`src/rtl/ps2_pkg.sv`:
```
// PS/2 host transmit shared types and elaboration helpers.
// Cycle counts are derived from microsecond parameters at elaboration.
package ps2_pkg;

    typedef enum logic [2:0] {
        IDLE,
        INHIBIT,
        RELEASE,
        BITS,
        ACK,
        DONE,
        ERR
    } ps2_tx_state_t;

    // stop, parity, d7..d0
    localparam int FRAME_LEN = 10;
    localparam int BIT_W     = $clog2(FRAME_LEN);

    function automatic int us_to_cycles(input longint us, input longint hz);
        return int'((us * hz) / 1000000);
    endfunction

    function automatic int cnt_width(input int cycles);
        return $clog2(cycles + 1);
    endfunction

    localparam int CNT_W = cnt_width(us_to_cycles(15000, 50000000));

endpackage

```
`src/rtl/ps2_line_filter.sv`:
```
// Two-flop synchronizer plus stability filter for one PS/2 pad.
// The level follows the pad only after FILTER_LEN agreeing samples.
module ps2_line_filter #(
    parameter int FILTER_LEN = 8
) (
    input  logic clk,
    input  logic reset_n,
    input  logic pad_i,
    output logic level_o,
    output logic fall_o
);

    localparam int CW = (FILTER_LEN > 1) ? $clog2(FILTER_LEN) : 1;

    logic          s1_q;
    logic          s2_q;
    logic          lvl_q;
    logic          fall_q;
    logic [CW-1:0] cnt_q;

    always_ff @(posedge clk or negedge reset_n) begin
        if (!reset_n) begin
            s1_q   <= 1'b1;
            s2_q   <= 1'b1;
            lvl_q  <= 1'b1;
            fall_q <= 1'b0;
            cnt_q  <= '0;
        end else begin
            s1_q   <= pad_i;
            s2_q   <= s1_q;
            fall_q <= 1'b0;
            if (s2_q == lvl_q) begin
                cnt_q <= '0;
            end else if (cnt_q == CW'(FILTER_LEN - 1)) begin
                lvl_q  <= s2_q;
                fall_q <= ~s2_q;
                cnt_q  <= '0;
            end else begin
                cnt_q <= cnt_q + 1'b1;
            end
        end
    end

    assign level_o = lvl_q;
    assign fall_o  = fall_q;

endmodule

```
`src/rtl/ps2_host_tx.sv`:
```
// PS/2 host-to-device command transmitter.
// Drives the open-drain pads only through registered pull-low enables.
module ps2_host_tx
    import ps2_pkg::*;
#(
    parameter int CLK_FREQ_HZ     = 50000000,
    parameter int INHIBIT_US      = 120,
    parameter int FIRST_EDGE_US   = 15000,
    parameter int EDGE_TIMEOUT_US = 2000,
    parameter int FILTER_LEN      = 8
) (
    input  logic       clk,
    input  logic       reset_n,
    input  logic [7:0] tx_data,
    input  logic       tx_valid,
    output logic       tx_ready,
    output logic       tx_done,
    output logic       tx_error,
    output logic       busy,
    input  logic       ps2_clk_i,
    input  logic       ps2_data_i,
    output logic       ps2_clk_oe,
    output logic       ps2_data_oe
);

    localparam int INH_C   = us_to_cycles(INHIBIT_US, CLK_FREQ_HZ);
    localparam int FIRST_C = us_to_cycles(FIRST_EDGE_US, CLK_FREQ_HZ);
    localparam int EDGE_C  = us_to_cycles(EDGE_TIMEOUT_US, CLK_FREQ_HZ);
    localparam int MAX_A   = (FIRST_C > EDGE_C) ? FIRST_C : EDGE_C;
    localparam int MAX_C   = (MAX_A > INH_C) ? MAX_A : INH_C;
    localparam int CW      = cnt_width(MAX_C);

    ps2_tx_state_t        state_q;
    logic [CW-1:0]        cnt_q;
    logic [BIT_W-1:0]     bit_q;
    logic [FRAME_LEN-1:0] word_q;
    logic                 rdy_q;
    logic                 done_q;
    logic                 err_q;
    logic                 busy_q;
    logic                 clk_oe_q;
    logic                 data_oe_q;

    logic clk_lvl_unused;
    logic clk_fall;
    logic data_lvl;
    logic data_fall_unused;

    ps2_line_filter #(.FILTER_LEN(FILTER_LEN)) u_clk_filt (
        .clk     (clk),
        .reset_n (reset_n),
        .pad_i   (ps2_clk_i),
        .level_o (clk_lvl_unused),
        .fall_o  (clk_fall)
    );

    ps2_line_filter #(.FILTER_LEN(FILTER_LEN)) u_data_filt (
        .clk     (clk),
        .reset_n (reset_n),
        .pad_i   (ps2_data_i),
        .level_o (data_lvl),
        .fall_o  (data_fall_unused)
    );

    always_ff @(posedge clk or negedge reset_n) begin
        if (!reset_n) begin
            state_q   <= IDLE;
            cnt_q     <= '0;
            bit_q     <= '0;
            word_q    <= '0;
            rdy_q     <= 1'b0;
            done_q    <= 1'b0;
            err_q     <= 1'b0;
            busy_q    <= 1'b0;
            clk_oe_q  <= 1'b0;
            data_oe_q <= 1'b0;
        end else begin
            done_q <= 1'b0;
            err_q  <= 1'b0;
            unique case (state_q)
                IDLE: begin
                    rdy_q <= 1'b1;
                    if (tx_valid && rdy_q) begin
                        word_q   <= {1'b1, ~^tx_data, tx_data};
                        // two cycles are spent entering INHIBIT and RELEASE
                        cnt_q    <= CW'(INH_C - 2);
                        clk_oe_q <= 1'b1;
                        rdy_q    <= 1'b0;
                        busy_q   <= 1'b1;
                        state_q  <= INHIBIT;
                    end
                end
                INHIBIT: begin
                    if (cnt_q == '0) begin
                        data_oe_q <= 1'b1;
                        state_q   <= RELEASE;
                    end else begin
                        cnt_q <= cnt_q - 1'b1;
                    end
                end
                RELEASE: begin
                    clk_oe_q <= 1'b0;
                    cnt_q    <= CW'(FIRST_C);
                    bit_q    <= '0;
                    state_q  <= BITS;
                end
                BITS: begin
                    if (clk_fall) begin
                        data_oe_q <= ~word_q[bit_q];
                        bit_q     <= bit_q + 1'b1;
                        cnt_q     <= CW'(EDGE_C);
                        if (bit_q == BIT_W'(FRAME_LEN - 1)) begin
                            state_q <= ACK;
                        end
                    end else if (cnt_q == '0) begin
                        state_q <= ERR;
                    end else begin
                        cnt_q <= cnt_q - 1'b1;
                    end
                end
                ACK: begin
                    if (clk_fall) begin
                        state_q <= data_lvl ? ERR : DONE;
                    end else if (cnt_q == '0) begin
                        state_q <= ERR;
                    end else begin
                        cnt_q <= cnt_q - 1'b1;
                    end
                end
                DONE: begin
                    done_q  <= 1'b1;
                    rdy_q   <= 1'b1;
                    busy_q  <= 1'b0;
                    state_q <= IDLE;
                end
                ERR: begin
                    err_q     <= 1'b1;
                    clk_oe_q  <= 1'b0;
                    data_oe_q <= 1'b0;
                    rdy_q     <= 1'b1;
                    busy_q    <= 1'b0;
                    state_q   <= IDLE;
                end
                default: state_q <= IDLE;
            endcase
        end
    end

    assign tx_ready    = rdy_q;
    assign tx_done     = done_q;
    assign tx_error    = err_q;
    assign busy        = busy_q;
    assign ps2_clk_oe  = clk_oe_q;
    assign ps2_data_oe = data_oe_q;

endmodule

```
`config.mk`:
```
export PLATFORM = sky130hd
export DESIGN_NAME = ps2_host_tx
export DESIGN_NICKNAME = d
export VERILOG_FILES = /design/src/rtl/ps2_pkg.sv /design/src/rtl/ps2_line_filter.sv /design/src/rtl/ps2_host_tx.sv
export SDC_FILE = /design/constraint.sdc
export NUM_CORES = 1
export LEC_CHECK = 0
export CAP_MARGIN = 20
export CELL_PAD_IN_SITES_DETAIL_PLACEMENT = 0
export CELL_PAD_IN_SITES_GLOBAL_PLACEMENT = 1
export CORE_ASPECT_RATIO = 1.1
export CORE_UTILIZATION = 50
export CTS_CLUSTER_SIZE = 10
export DETAILED_ROUTE_END_ITERATION = 7
export PLACE_DENSITY = 0.9
export SYNTH_ARGS = -nofsm -noshare
export SYNTH_HDL_FRONTEND = slang
export SYNTH_SLANG_ARGS = --single-unit
export TNS_END_PERCENT = 10
```
`constraint.sdc`:
```
create_clock -name clk -period 3.35 [get_ports clk]
set_input_delay 1.005 -clock clk [delete_from_list [all_inputs] [get_ports clk]]
set_output_delay 1.005 -clock clk [all_outputs]
set_load 0.01 [all_outputs]
```
==> run summary, run 1 <==
status = completed
TritonRoute pass-1 iters = 4
Power Density = 525 nW/um^2
post-synthesis cell count = 305
Ports = 19
placed cells = 394
First DRT Iteration DRCs = 142
vias per cell = 5.92
pin count of the biggest net entering global routing = 26
Final Hold Vio Count = 0
reg2reg end = state_q[0]$_DFFE_PN0P_
slowest stage delay, CP = 620 ps
startpoint types = flop
Post-synth EDFFs = 0
Hold/Removal Path Class = reg -> reg
Final ANT Viol Nets = 0
first-pass GRT wire length = 11000 um
skew final = 8.14 ps
Total GRT Usage = 0.228
Setup crit start = cnt_q[0]$_DFFE_PN0P_
total die area = 6280 sq um
worst-path fanout max = 10
Tcrit/Tclk final = 0.771
leakage = 0.00142 uW
post-cts resize count = 0
Multi-input gate area = 1490 sq um
synthesized net count = 325
post-synthesis sequential area ratio = 0.472
worst skew pair latency = 300 ps
min cycle time layout = 2580 ps
syn_area_per_cell = 9.79 sq um
drt drc = 0
Core Footprint = 5770 sq um
CP Class = reg -> reg
clock buffer depth = 2
Avg WL per Cell = 15.8 um
Synth Warn # = 0
ys async rst share = 1.00
H-tree depth = 2
Post-CTS Hold Buffers = 0
max-slew violations = 0
Total Power = 1750 uW
CTS clk-pin slew, worst paths = 100 ps
Area Growth Syn to Fin = 11.5%
Worst Max-Slew Pin Slew = 737 ps
die height = 83.0 um
number of port buffers = 18
Root Buffer = clkbuf_8
share of post-route cells with drive strength above 1 = 0.117
antenna violations before repair = 0
r2r setup slk = 770 ps
Final Util = 0.577
Main synth FF type = dfrtp_1
crit path capture type = flop
Unique masters post-synth = 58
Final Non-Filler Cells = 402
worst flop-to-flop path startpoint = cnt_q[0]$_DFFE_PN0P_
Slew headroom = 0.509
Worst EP required = 3550 ps
vias = 2381
R2R cell count = 7
clock sink count = 56
Final GP Congestion = 0.841
flops & latches, synth = 56
critical path endpoint = state_q[0]$_DFFE_PN0P_
CP Cell Sequence = inv_1 -> ha_1 -> or4b_4 -> or3_1 -> nor2_8 -> o21ai_1 -> a211o_1
commonest non-fill, non-tap cell in the layout = dfrtp_1
total gr overflow = 0
setup TNS = 0 ps
unrepaired setup endpoints after global routing = false
# diodes = 0
register area = 1410 sq um
commonest cells after routing, fill and taps aside = 50 x dfrtp_1, 45 x nand2_1, 22 x o21ai_0
Post-Syn Area = 2990 sq um
Placement Rows = 29
Detailed Route WL = 6340 um
final net count = 344
Starting Density = 0.517
final setup vio count = 0
postcts setup bufs = 0
setup ws final = 769 ps
crit path DAT = 2780 ps
CTS Buf Count = 5
CTS tree = built
Filler cells = 523
Worst VDD drop = 0.000322 V
Max Fclk = 387 MHz
hpwl dp = 4630 um
maxcap violations = 0
worst slack at placement = 510 ps
Die W = 75.7 um
vias in the first global route = 2283
slowest cell on the critical path = or3_1
[power by group]
part           internal [uW]  switching [uW]
clock                    146             216
sequential               851             145
combinational            210             180
[synthesized netlist by cell type (3+ instances only)]
library cell / number / area share
a21oi_1: 12 / 0.020
o211ai_1: 6 / 0.015
a31oi_1: 6 / 0.013
nand3_1: 9 / 0.015
ha_1: 7 / 0.029
xor2_1: 5 / 0.015
nor2_1: 18 / 0.023
o311ai_0: 7 / 0.021
nand4b_1: 3 / 0.0088
and2_1: 5 / 0.010
inv_1: 6 / 0.0075
nor3_1: 7 / 0.012
or3_1: 6 / 0.013
buf_2: 3 / 0.0050
xnor2_1: 9 / 0.026
or4_1: 3 / 0.0075
dfrtp_1: 50 / 0.42
dfstp_2: 6 / 0.053
mux2_2: 3 / 0.011
o21ai_1: 4 / 0.0067
nand2b_1: 5 / 0.010
nor4_1: 4 / 0.0084
o21ai_0: 22 / 0.037
nor3b_1: 3 / 0.0075
nand2_1: 45 / 0.057
o22a_1: 3 / 0.0088
clkbuf_1: 8 / 0.010
[registers in the layout (all words and copies together), names as in the netlist, 3 cells and up]
signal	flops
word_q	10
bit_q	4
u_data_filt.cnt_q	3
cnt_q	20
state_q	3
u_clk_filt.cnt_q	3
[per-stage QoR]
step	cell area (sq um)	hold WS, ps
finish	3330	362
global route	3330	370
CTS	3330	364
detailed placement	3240	348
global placement	3240	347
floorplan	2990	345
[cells by family (layout without fill, tap and decap cells)]
kind of cell / count (synthesis) / in the layout / share of synthesized area
compound gates: 82 / 82 / 0.185
mux: 6 / 6 / 0.0298
xor+xnor: 14 / 14 / 0.0411
buf+inv: 19 / 39 / 0.0302
fa+ha+maj: 7 / 7 / 0.0293
simple gates: 121 / 121 / 0.212
flops: 56 / 56 / 0.472
[metal layers]
metal | share of wire | vias to the layer above | GRT usage
met5 | 0 | - | 0
met4 | 0.013 | 0 | 0.0673
met1 | 0.45 | 1157 | 0.324
li1 | - | 1157 | -
met3 | 0.043 | 11 | 0.0279
met2 | 0.50 | 56 | 0.363
[critical path: cells and delay by family (launching register included)]
| kind | cells | cell delay [ps] |
|---|---|---|
| simple gates | 3 | 1400 |
| buf+inv | 1 | 80 |
| flops | 1 | 440 |
| compound gates | 2 | 400 |
| fa+ha+maj | 1 | 160 |
[cell type report]
type	instances	area share
multi-input cells	230	0.446
flip-flops and latches	56	0.423
repair buffers	25	0.0684
well taps	77	0.0289
clock buffers	5	0.0207
inverters	6	0.00676
clock inverters	3	0.00564
[worst min-delay path by stage]
stage	startpoint	endpoint	depth (start not counted)
3_3_place_gp	u_data_filt.s1_q$_DFF_PN1_	u_data_filt.s2_q$_DFF_PN1_	0
3_5_place_dp	u_clk_filt.s1_q$_DFF_PN1_	u_clk_filt.s2_q$_DFF_PN1_	0
4_1_cts	u_data_filt.s1_q$_DFF_PN1_	u_data_filt.s2_q$_DFF_PN1_	0
6_report	u_data_filt.s1_q$_DFF_PN1_	u_data_filt.s2_q$_DFF_PN1_	0
2_1_floorplan	u_clk_filt.s1_q$_DFF_PN1_	u_clk_filt.s2_q$_DFF_PN1_	0
5_1_grt	u_data_filt.s1_q$_DFF_PN1_	u_data_filt.s2_q$_DFF_PN1_	0
No activity file was read; power rests on OpenSTA's default activity.
==> run 2, diff against run 1 <==
--- a/config.mk
+++ b/config.mk
@@ -9,10 +9,10 @@
 export CELL_PAD_IN_SITES_DETAIL_PLACEMENT = 0
 export CELL_PAD_IN_SITES_GLOBAL_PLACEMENT = 1
 export CORE_ASPECT_RATIO = 1.1
-export CORE_UTILIZATION = 50
+export CORE_UTILIZATION = 46
 export CTS_CLUSTER_SIZE = 10
 export DETAILED_ROUTE_END_ITERATION = 7
-export PLACE_DENSITY = 0.9
+export PLACE_DENSITY = 0.84
 export SYNTH_ARGS = -nofsm -noshare
 export SYNTH_HDL_FRONTEND = slang
 export SYNTH_SLANG_ARGS = --single-unit
==> constraint.sdc (replaced) <==
create_clock -name clk -period 2.6 [get_ports clk]
set_input_delay 0.78 -clock clk [delete_from_list [all_inputs] [get_ports clk]]
set_output_delay 0.78 -clock clk [all_outputs]
set_load 0.01 [all_outputs]
==> run 2 against run 1 <==
Die area increased by 8.5%. Non-clock buffer count is 13 higher. Combinational power rose by 37%. Worst setup slack got worse by 500 ps. Critical path type unchanged. Largest power group unchanged.
==> run summary, run 2 (same netlist as run 1, synthesis figures left out) <==
setup TNS = 0 ps (unchanged)
Largest Register = cnt_q
CP Class = reg -> reg
Largest regs = cnt_q (20), word_q (10), bit_q (4)
status = completed
placed cells = 410 (+4.1%)
maxcap violations = 0 (unchanged)
crit path DAT = 2540 ps (-240 ps)
Worst VDD drop = 0.000356 V (+10%)
startpoint types = flop
HP Start = u_data_filt.s1_q$_DFF_PN1_
Core Footprint = 6230 sq um (+8.0%)
# diodes = 0 (unchanged)
crit path capture type = flop
clock buffer depth = 2 (unchanged)
CTS clk-pin slew, worst paths = 100 ps (about the same)
commonest non-fill, non-tap cell in the layout = dfrtp_1
setup ws final = 264 ps (-505 ps)
post-cts resize count = 0 (unchanged)
Detailed Route WL = 6840 um (+7.9%)
drt drc = 0 (unchanged)
area post-placement = 3340 sq um (+3.1%)
number of port buffers = 18 (unchanged)
R2R cell count = 8 (+1)
worst flop-to-flop path startpoint = cnt_q[0]$_DFFE_PN0P_
antenna violations before repair = 0 (unchanged)
clock sink count = 56 (unchanged)
pin count of the biggest net entering global routing = 21 (-19%)
Area Growth Syn to Fin = 15.1%
CTS tree = built
Placement Rows = 30 (+3.4%)
total gr overflow = 0 (unchanged)
Hold/Removal Path Class = reg -> reg
Max Fclk = 428 MHz (+11%)
vias in the first global route = 2496 (+9.3%)
H-tree depth = 2 (unchanged)
worst-path fanout max = 7 (-3)
first-pass GRT wire length = 11800 um (+7.0%)
Final Non-Filler Cells = 418 (+4.0%)
CP Cell Sequence = inv_1 -> ha_1 -> or4b_4 -> or3_1 -> buf_4 -> nor2_8 -> o21ai_1 -> a211o_1
r2r setup slk = 260 ps (-500 ps)
Post-CTS Hold Buffers = 0 (unchanged)
reg2reg end = state_q[0]$_DFFE_PN0P_
Worst Max-Slew Pin Slew = 613 ps (-123 ps)
Root Buffer = clkbuf_8
register area = 1410 sq um (unchanged)
total die area = 6820 sq um (+8.5%)
max reg flops = 20 (unchanged)
Power Density = 670 nW/um^2 (+28%)
Hold Slack = 363 ps (+0.940 ps)
Final Hold Vio Count = 0 (unchanged)
post-route cell area = 3440 sq um (+3.2%)
slowest stage delay, CP = 470 ps (-150 ps)
die height = 86.5 um (+4.2%)
commonest cells after routing, fill and taps aside = 50 x dfrtp_1, 45 x nand2_1, 22 x o21ai_0
hpwl dp = 4970 um (+7.4%)
leakage = 0.00147 uW (+3.7%)
Ports = 19 (unchanged)
Filler cells = 596 (+14%)
max-slew violations = 0 (unchanged)
Multi-input gate area = 1490 sq um (unchanged)
Tcrit/Tclk final = 0.898 (+0.128)
worst skew pair latency = 310 ps (about the same)
TritonRoute pass-1 iters = 4 (unchanged)
CTS Buf Count = 5 (unchanged)
Slew headroom = 0.587 (+0.0785)
Final GP Congestion = 0.843 (+0.30%)
vias = 2445 (+2.7%)
Worst EP required = 2800 ps (-750 ps)
skew final = 9.88 ps (+1.74 ps)
worst slack at placement = -30.2 ps (-540 ps)
Final ANT Viol Nets = 0 (unchanged)
slowest cell on the critical path = or4b_4
final net count = 357 (+3.8%)
First DRT Iteration DRCs = 121 (-15%)
Die W = 78.8 um (+4.1%)
Total GRT Usage = 0.222 (-0.00584)
unrepaired setup endpoints after global routing = false
WHS Path Cells = 0 (unchanged)
Worst Hold Path EP = u_data_filt.s2_q$_DFF_PN1_
Avg WL per Cell = 16.4 um (+3.8%)
min cycle time layout = 2340 ps (-245 ps)
share of post-route cells with drive strength above 1 = 0.151 (+0.0340)
postcts setup bufs = 0 (unchanged)
Starting Density = 0.479 (-0.0383)
final setup vio count = 0 (unchanged)
vias per cell = 5.85 (-1.2%)
-- run 2: metal layers --
layer	global-route usage	up-vias	part of all wire	routed length, um
met5	0	-	0	0
met4	0.0727	0	0.017	113
met3	0.0284	15	0.035	241
met2	0.394	57	0.49	3370
met1	0.280	1188	0.46	3120
li1	-	1185	-	-
-- run 2: power breakdown --
group          internal [uW]  total (uW)  switching, uW
combinational            286         535            248
clock                    192         491            299
sequential              1100        1280            182
total                   1570        2300            729
-- run 2: cell type report --
cell class | instances | area share
clock buffer | 5 | 0.0200
sequential | 56 | 0.410
clock inverter | 3 | 0.00692
timing repair buffer | 38 | 0.0947
tap | 80 | 0.0291
multi-input combinational | 230 | 0.433
inverter | 6 | 0.00655
-- run 2: critical path, delay by kind of cell, from the launching register on --
kind / cells / cell delay (ps)
simple gates: 3 / 1000
flops: 1 / 420
compound gates: 2 / 380
buf+inv: 2 / 260
fa+ha+maj: 1 / 160
-- run 2: worst max-delay path by stage --
| stage | startpoint | end | slack (ps) | depth (start not counted) |
|---|---|---|---|---|
| floorplan | cnt_q[0]$_DFFE_PN0P_ | cnt_q[16]$_DFFE_PN0P_ | 340 | 9 |
| global placement | tx_valid | cnt_q[3]$_DFFE_PN0P_ | 110 | 6 |
| detailed placement | tx_valid | cnt_q[2]$_DFFE_PN0P_ | -30 | 6 |
| CTS | cnt_q[0]$_DFFE_PN0P_ | state_q[0]$_DFFE_PN0P_ | 270 | 8 |
| global route | state_q[2]$_DFFE_PN0P_ | cnt_q[2]$_DFFE_PN0P_ | 80 | 5 |
| finish | cnt_q[0]$_DFFE_PN0P_ | state_q[0]$_DFFE_PN0P_ | 260 | 8 |
-- run 2: metrics by stage --
step	total power (uW)	utilization
3_5_place_dp	1830	0.537
3_3_place_gp	1800	0.537
5_1_grt	2450	0.551
2_1_floorplan	1630	-
6_report	2300	0.551
4_1_cts	2320	0.551
